### src/rtl/cu_noc_pkg.sv
// cu_noc_pkg: shared widths and the agent state encoding for the CU NoC
// command agent and its config register file.
package cu_noc_pkg;

    localparam int unsigned NOC_CMD_W       = 3;
    localparam int unsigned NOC_CFG_AW      = 7;
    localparam int unsigned NOC_CFG_DW      = 13;
    localparam int unsigned NOC_DESC_W      = 52;
    localparam int unsigned NOC_SLOT_STRIDE = 16;
    localparam int unsigned NOC_DESC_WORDS  = 4;

    typedef enum logic [2:0] {
        NOC_ST_IDLE  = 3'd0,
        NOC_ST_GNT   = 3'd1,
        NOC_ST_ISSUE = 3'd2,
        NOC_ST_WAIT  = 3'd3,
        NOC_ST_OK    = 3'd4
    } noc_agent_st_e;

    // First register of descriptor slot d (slots are NOC_SLOT_STRIDE apart).
    function automatic logic [NOC_CFG_AW-1:0] noc_slot_base(input logic [NOC_CMD_W-1:0] d);
        return NOC_CFG_AW'(d) << $clog2(NOC_SLOT_STRIDE);
    endfunction

endpackage

### src/rtl/cu_noc_cfg_rf.sv
// cu_noc_cfg_rf: config register file, one write port and one registered
// four-word read port aligned to a descriptor slot.
//   clk, rst      : clock, synchronous active-high reset (clears all words)
//   wr_en_i/...   : write strobe, address, data (never blocked)
//   rd_en_i       : capture the slot's four words into rd_data_o
//   rd_slot_i     : descriptor slot index d (base address 16*d)
//   rd_data_o     : {rf[base+3], rf[base+2], rf[base+1], rf[base]}, held until next rd_en_i
module cu_noc_cfg_rf
    import cu_noc_pkg::*;
#(
    parameter int unsigned AW = NOC_CFG_AW,
    parameter int unsigned DW = NOC_CFG_DW
) (
    input  logic                               clk,
    input  logic                               rst,
    input  logic                               wr_en_i,
    input  logic [AW-1:0]                      wr_addr_i,
    input  logic [DW-1:0]                      wr_data_i,
    input  logic                               rd_en_i,
    input  logic [NOC_CMD_W-1:0]               rd_slot_i,
    output logic [NOC_DESC_WORDS*DW-1:0]       rd_data_o
);

    localparam int unsigned DEPTH = 1 << AW;
    localparam int unsigned SHIFT = $clog2(NOC_SLOT_STRIDE);

    logic [DW-1:0]                   mem_q [DEPTH];
    logic [NOC_DESC_WORDS*DW-1:0]    rd_data_d, rd_data_q;
    logic [AW-1:0]                   rd_base;

    assign rd_base = AW'(rd_slot_i) << SHIFT;

    // Storage array; a write lands at the same edge a read captures, so the
    // capture sees the pre-write value.
    always_ff @(posedge clk) begin
        if (rst) begin
            for (int i = 0; i < DEPTH; i++) begin
                mem_q[i] <= '0;
            end
        end else if (wr_en_i) begin
            mem_q[wr_addr_i] <= wr_data_i;
        end
    end

    // Slot read: gather four consecutive words, lowest address in the LSBs.
    always_comb begin
        rd_data_d = rd_data_q;
        if (rd_en_i) begin
            for (int k = 0; k < NOC_DESC_WORDS; k++) begin
                rd_data_d[k*DW +: DW] = mem_q[rd_base + AW'(k)];
            end
        end
    end

    always_ff @(posedge clk) begin
        if (rst) begin
            rd_data_q <= '0;
        end else begin
            rd_data_q <= rd_data_d;
        end
    end

    assign rd_data_o = rd_data_q;

endmodule

### src/rtl/cu_noc_cmd_agent.sv
// cu_noc_cmd_agent: accepts core commands over req/gnt, issues a config
// descriptor snapshot to the NoC DMA engine, returns ok on completion and
// wakes the core if it slept while the command was outstanding.
//   clk, rst                 : clock, synchronous active-high reset
//   cmd_req_i/cmd_addr_i     : command request and slot index; cmd_gnt_o one-cycle grant
//   cmd_ok_o                 : one-cycle completion pulse
//   cfg_vld_i/addr/data      : config register writes
//   core_sleep_en_i          : core entering sleep; core_wakeup_irq_o wake pulse
//   desc_vld_o/desc_rdy_i    : descriptor handshake; desc_cmd_o/desc_data_o payload
//   dma_done_i               : DMA completion pulse
//   err_o                    : sticky timeout flag
module cu_noc_cmd_agent
    import cu_noc_pkg::*;
#(
    parameter int unsigned CFG_AW  = NOC_CFG_AW,
    parameter int unsigned CFG_DW  = NOC_CFG_DW,
    parameter int unsigned TIMEOUT = 1024
) (
    input  logic                   clk,
    input  logic                   rst,
    input  logic                   cmd_req_i,
    input  logic [NOC_CMD_W-1:0]   cmd_addr_i,
    output logic                   cmd_gnt_o,
    output logic                   cmd_ok_o,
    input  logic                   cfg_vld_i,
    input  logic [CFG_AW-1:0]      cfg_addr_i,
    input  logic [CFG_DW-1:0]      cfg_data_i,
    input  logic                   core_sleep_en_i,
    output logic                   core_wakeup_irq_o,
    output logic                   desc_vld_o,
    input  logic                   desc_rdy_i,
    output logic [NOC_CMD_W-1:0]   desc_cmd_o,
    output logic [4*CFG_DW-1:0]    desc_data_o,
    input  logic                   dma_done_i,
    output logic                   err_o
);

    localparam int unsigned CNT_W = $clog2(TIMEOUT + 1);

    localparam logic [2:0] ST_IDLE  = 3'(NOC_ST_IDLE);
    localparam logic [2:0] ST_GNT   = 3'(NOC_ST_GNT);
    localparam logic [2:0] ST_ISSUE = 3'(NOC_ST_ISSUE);
    localparam logic [2:0] ST_WAIT  = 3'(NOC_ST_WAIT);
    localparam logic [2:0] ST_OK    = 3'(NOC_ST_OK);

    logic [2:0]            state_d, state_q;
    logic [NOC_CMD_W-1:0]  slot_d, slot_q;
    logic [NOC_CMD_W-1:0]  desc_cmd_d, desc_cmd_q;
    logic [CNT_W-1:0]      cnt_d, cnt_q;
    logic                  gnt_d, gnt_q;
    logic                  ok_d, ok_q;
    logic                  vld_d, vld_q;
    logic                  err_d, err_q;
    logic                  sleep_d, sleep_q;
    logic                  snap_c;

    cu_noc_cfg_rf #(
        .AW (CFG_AW),
        .DW (CFG_DW)
    ) u_cfg_rf (
        .clk       (clk),
        .rst       (rst),
        .wr_en_i   (cfg_vld_i),
        .wr_addr_i (cfg_addr_i),
        .wr_data_i (cfg_data_i),
        .rd_en_i   (snap_c),
        .rd_slot_i (slot_q),
        .rd_data_o (desc_data_o)
    );

    // Next-state and registered-output logic.
    always_comb begin
        state_d    = state_q;
        slot_d     = slot_q;
        desc_cmd_d = desc_cmd_q;
        cnt_d      = cnt_q;
        gnt_d      = 1'b0;
        ok_d       = 1'b0;
        vld_d      = vld_q;
        err_d      = err_q;
        sleep_d    = sleep_q;
        snap_c     = 1'b0;

        // Only remember sleep while a command is outstanding.
        if (core_sleep_en_i &&
            (state_q == ST_GNT || state_q == ST_ISSUE || state_q == ST_WAIT)) begin
            sleep_d = 1'b1;
        end

        case (state_q)
            ST_IDLE: begin
                if (cmd_req_i) begin
                    slot_d  = cmd_addr_i;
                    gnt_d   = 1'b1;
                    state_d = ST_GNT;
                end
            end
            ST_GNT: begin
                snap_c     = 1'b1;
                desc_cmd_d = slot_q;
                vld_d      = 1'b1;
                state_d    = ST_ISSUE;
            end
            ST_ISSUE: begin
                if (desc_rdy_i) begin
                    vld_d   = 1'b0;
                    cnt_d   = '0;
                    state_d = ST_WAIT;
                end
            end
            ST_WAIT: begin
                cnt_d = cnt_q + CNT_W'(1);
                // Completion takes priority over a coincident timeout.
                if (dma_done_i) begin
                    ok_d    = 1'b1;
                    state_d = ST_OK;
                end else if (cnt_q == CNT_W'(TIMEOUT - 1)) begin
                    err_d   = 1'b1;
                    ok_d    = 1'b1;
                    state_d = ST_OK;
                end
            end
            ST_OK: begin
                sleep_d = 1'b0;
                state_d = ST_IDLE;
            end
            default: begin
                state_d = ST_IDLE;
            end
        endcase
    end

    always_ff @(posedge clk) begin
        if (rst) begin
            state_q    <= ST_IDLE;
            slot_q     <= '0;
            desc_cmd_q <= '0;
            cnt_q      <= '0;
            gnt_q      <= 1'b0;
            ok_q       <= 1'b0;
            vld_q      <= 1'b0;
            err_q      <= 1'b0;
            sleep_q    <= 1'b0;
        end else begin
            state_q    <= state_d;
            slot_q     <= slot_d;
            desc_cmd_q <= desc_cmd_d;
            cnt_q      <= cnt_d;
            gnt_q      <= gnt_d;
            ok_q       <= ok_d;
            vld_q      <= vld_d;
            err_q      <= err_d;
            sleep_q    <= sleep_d;
        end
    end

    assign cmd_gnt_o  = gnt_q;
    assign cmd_ok_o   = ok_q;
    assign desc_vld_o = vld_q;
    assign desc_cmd_o = desc_cmd_q;
    assign err_o      = err_q;

    // Wake-up rides the ok pulse; a sleep request arriving in the OK cycle itself also counts.
    assign core_wakeup_irq_o = ok_q & (sleep_q | core_sleep_en_i);

endmodule

### config.mk
export PLATFORM = sky130hd
export DESIGN_NAME = cu_noc_cmd_agent
export DESIGN_NICKNAME = d
export VERILOG_FILES = /design/src/rtl/cu_noc_pkg.sv /design/src/rtl/cu_noc_cfg_rf.sv /design/src/rtl/cu_noc_cmd_agent.sv
export SDC_FILE = /design/constraint.sdc
export NUM_CORES = 1
export LEC_CHECK = 0
export CAP_MARGIN = 20
export CELL_PAD_IN_SITES_DETAIL_PLACEMENT = 0
export CELL_PAD_IN_SITES_GLOBAL_PLACEMENT = 2
export CORE_MARGIN = 2
export CORE_UTILIZATION = 40
export DETAILED_ROUTE_END_ITERATION = 8
export GPL_TIMING_DRIVEN = 0
export PLACE_DENSITY_LB_ADDON = 0.15
export REMOVE_ABC_BUFFERS = 1
export SETUP_SLACK_MARGIN = 0.2
export SYNTH_ARGS = -nofsm -noshare
export SYNTH_HDL_FRONTEND = slang
export SYNTH_SLANG_ARGS = --single-unit
### constraint.sdc
create_clock -name clk -period 2.43 [get_ports clk]
set_clock_uncertainty 0.1 [all_clocks]
set_input_delay 0.486 -clock clk [delete_from_list [all_inputs] [get_ports clk]]
set_output_delay 0.486 -clock clk [all_outputs]
set_load 0.005 [all_outputs]
==> results.py <==
metrics = {
    "place": {
        "gp_congestion": 0.750,
        "place_area_sq_um": 22900,
        "hpwl_microns": 40200,
        "pre_cts_ws_ns": -1.44,
        "portBuffers": 89,
    },
    "logic_synthesis": {
        "synth_mux_area_share_pct": 11.4,
        "synth_xor_area_share_pct": 0,
        "synthArstFlopShare_pct": 0,
        "synthAdderAreaFrac_pct": 0.0599,
        "synthDistinctLibCells": 52,
        "ys.flop_type": "edfxtp_1",
        "synth.cell_area_sq_um": 20900,
        "synth_area_per_cell_sq_um": 13.6,
        "ys_seq_area_share_pct": 67.2,
        "synth-edff-count": 416,
        "synth_seq_cells": 493,
        "synth-simple-area-share_pct": 15.3,
        "postSynthCellCount": 1532,
        "synth_top_family_by_area": "simple AND/OR/NAND/NOR gates",
        "synth-compound-area-share_pct": 3.43,
        "yosys_warnings": 0,
    },
    "worst_setup_path": {
        "worst_setup_path_end_kind": "register",
        "cp_slowest_cell": "a21o_2",
        "crit_buf_inv": 2,
        "crit_type": "input pin to register",
        "crit_fanout": 7,
        "crit_chain": "clkdlybuf4s50_1, nand2b_1, nor3_2, a21o_2, buf_16",
        "crit_family": "simple AND/OR/NAND/NOR gates",
        "path_depth": 5,
        "crit_path_max_incr_delay_ns": 0.52,
        "crit_required_ns": 2.63,
        "crit_arrival_ns": 2.55,
        "ff2ff_path_depth": 6,
        "reg2reg_from": "state_q[0]",
        "start_kind": "input pin",
        "cp-startpoint": "cfg_addr_i[2]",
    },
    "cts": {
        "hold_buffers": 0,
        "tritoncts": "done",
        "cts_buffers": 53,
        "cts-root-buf": "clkbuf_16",
        "numClockSinks": 493,
        "clock_latency_ns": 0.60,
        "clkTransAtPathRegs_ns": 0.06,
        "cts_max_path_buffers": 3,
        "h-tree-depth": 2,
    },
    "route": {
        "dr.pass1.iters": 5,
        "wl_met2_microns": 30800,
        "wl_per_cell_microns": 28.5,
        "drt_iter0_markers": 1357,
        "met3_length_microns": 5030,
        "via_count": 13345,
        "route.top_layer_used": "met5",
        "via_per_inst": 5.69,
        "m1WireLength_microns": 29400,
        "drt-total-wl_microns": 66900,
        "drc": 0,
        "drtAntennaViolNets": 0,
    },
    "layout": {
        "layout-drive-gt1-share_pct": 19.4,
        "syn_to_final_growth_pct": 21.4,
        "nFillCells": 4492,
        "stdcell_area_sq_um": 25400,
        "layout.nets": 1649,
    },
    "sta": {
        "rsz0062_at_grt": "true",
        "finalWorstSetupSlack_ns": 0.0865,
        "worstMarginPinSlew_ns": 0.687,
        "finalCriticalPeriod_ns": 2.34,
        "relSlewSlack_pct": 53.7,
        "setup-violations-final": 0,
        "timing.fmax_ghz": 0.427,
        "finalSetupTns_ns": 0,
        "finalHoldViolations": 0,
        "slew_viol_final": 0,
        "fin_crit_sh_pct": 96.4,
    },
    "run_status": {
        "status": "complete, no violations",
    },
    "power_and_ir_drop": {
        "total_leakage_power_nw": 8.07,
        "seqPwrFrac_pct": 48.9,
        "cellInternalPower_mw": 15.4,
        "p_per_area_nw_per_um2": 789,
        "p_clk_share_pct": 41.6,
        "vdd_drop_max_mv": 0.578,
        "p_sw_share_pct": 23.1,
        "p_sw_mw": 4.62,
        "comb_power_share_pct": 9.5,
    },
    "global_routing": {
        "grt_pass1_vias": 13261,
        "grtUsageTotal_pct": 25.1,
        "antenna_found_initial": 4,
        "grt_pass1_wl_microns": 95200,
        "grt_max_degree": 49,
        "overflow": 0,
    },
    "worst_hold_path": {
        "hold_path_depth": 2,
        "hp-start": "rst",
        "holdCritPathClass": "input pin to register",
    },
    "floorplan": {
        "die_h_microns": 233,
        "die_x_microns": 233,
        "std_cell_rows": 83,
        "die_area_sq_um": 54100,
        "core_area_sq_um": 51500,
        "start_util_pct": 40.6,
        "ioPinCount": 90,
    },
    "run": {
        "maxCapViolCount": 0,
    },
}
==> registers in the layout, summed over array words and instances (netlist names) <==
| name | count |
|---|---|
| sleep_q | 1 |
| desc_vld_o | 1 |
| desc_cmd_o | 3 |
| u_cfg_rf.mem_q | 416 |
| slot_q | 3 |
| cmd_gnt_o | 1 |
| state_q | 3 |
| cmd_ok_o | 1 |
| err_o | 1 |
| cnt_q | 11 |
| u_cfg_rf.rd_data_o | 52 |
==> Yosys cell counts (15+ instances only) <==
library cell	instances	area, sq um
nor2_1	383	1440
clkbuf_1	66	248
buf_2	35	175
dfxtp_1	77	1540
edfxtp_1	416	12500
o22ai_1	52	325
mux4_2	104	2340
nand2_1	92	345
nor3_1	57	285
a21o_1	24	180
a21oi_1	15	75.1
and2_1	105	657
==> area by class of cell <==
| cell class | count | area (sq um) | area share, % |
|---|---|---|---|
| inverter | 2 | 7.51 | 0.0296 |
| clock buffer | 77 | 1540 | 6.07 |
| antenna | 2 | 5.00 | 0.0197 |
| tap | 680 | 851 | 3.35 |
| clock inverter | 23 | 238 | 0.937 |
| multi-input combinational | 916 | 6690 | 26.4 |
| timing repair buffer | 152 | 1980 | 7.82 |
| sequential | 493 | 14000 | 55.4 |
==> cells in the final DEF (no fill, tap or decap), types with 3 or more instances in the layout <==
cell / instances
a21o_4: 22
a21oi_1: 15
and2_1: 105
buf_12: 14
buf_16: 18
buf_4: 22
buf_6: 3
buf_8: 5
bufinv_16: 5
clkbuf_1: 14
clkbuf_16: 56
clkbuf_8: 8
clkdlybuf4s50_1: 85
clkinv_1: 8
clkinv_2: 8
dfxtp_1: 72
dfxtp_4: 3
dlygate4sd2_1: 3
edfxtp_1: 416
mux2i_1: 4
mux4_2: 104
nand2_1: 90
nand2b_4: 4
nand4_1: 4
nand4b_1: 5
nor2_1: 375
nor2_4: 9
nor2b_1: 3
nor3_1: 55
nor3_4: 5
o21a_1: 3
o21ai_0: 6
o22ai_1: 49
o22ai_2: 3
or2_4: 9
or4_1: 3
==> per-stage QoR <==
stage	utilization, %	hold slack (ns)	instances	power [mW]
after detailed placement	44.5	0.353	2211	11.8
after global routing	49.2	0.175	2343	20.6
after floorplan	-	0.341	1411	10.8
final	49.2	0.159	2345	20.0
after global placement	42.9	0.346	2180	11.7
after CTS	48.9	0.166	2340	20.1
==> per-layer routing <==
metal	global-route usage (%)	vias up
li1	-	5778
met1	36.8	6896
met2	38.5	575
met3	4.24	94
met4	7.25	2
met5	0	-
==> logic make-up after synthesis <==
logic type,count (synthesis)
compound gates,111
fa+ha+maj,1
buf+inv,123
flops,493
mux,108
simple gates,696
==> power groups by stage <==
stage          combinational [mW]  clock (mW)  sequential, mW
3_3_place_gp                 1.63           0            10.1
2_1_floorplan               0.828           0            9.99
4_1_cts                      1.89        8.41            9.78
5_1_grt                      2.01        8.74            9.82
3_5_place_dp                 1.74           0            10.0
6_report                     1.90        8.32            9.78
==> path summary, 6_finish.rpt <==
| path | endpoint | slack (ns) |
|---|---|---|
| setup / recovery | u_cfg_rf.mem_q[81][6] | 0.09 |
| hold / removal | cnt_q[1] | 0.16 |
| setup reg to reg | u_cfg_rf.rd_data_o[14] | 0.26 |
| hold reg to reg | desc_cmd_o[1] | 0.36 |
==> repair_timing <==
action	in CTS	in global routing
gates resized for setup	67	18
gates cloned	1	1
hold endpoints to repair	0	0
setup buffers	28	2
pin swaps	13	3
setup endpoints to repair	569	320
Power figures use the tool's default switching activity.
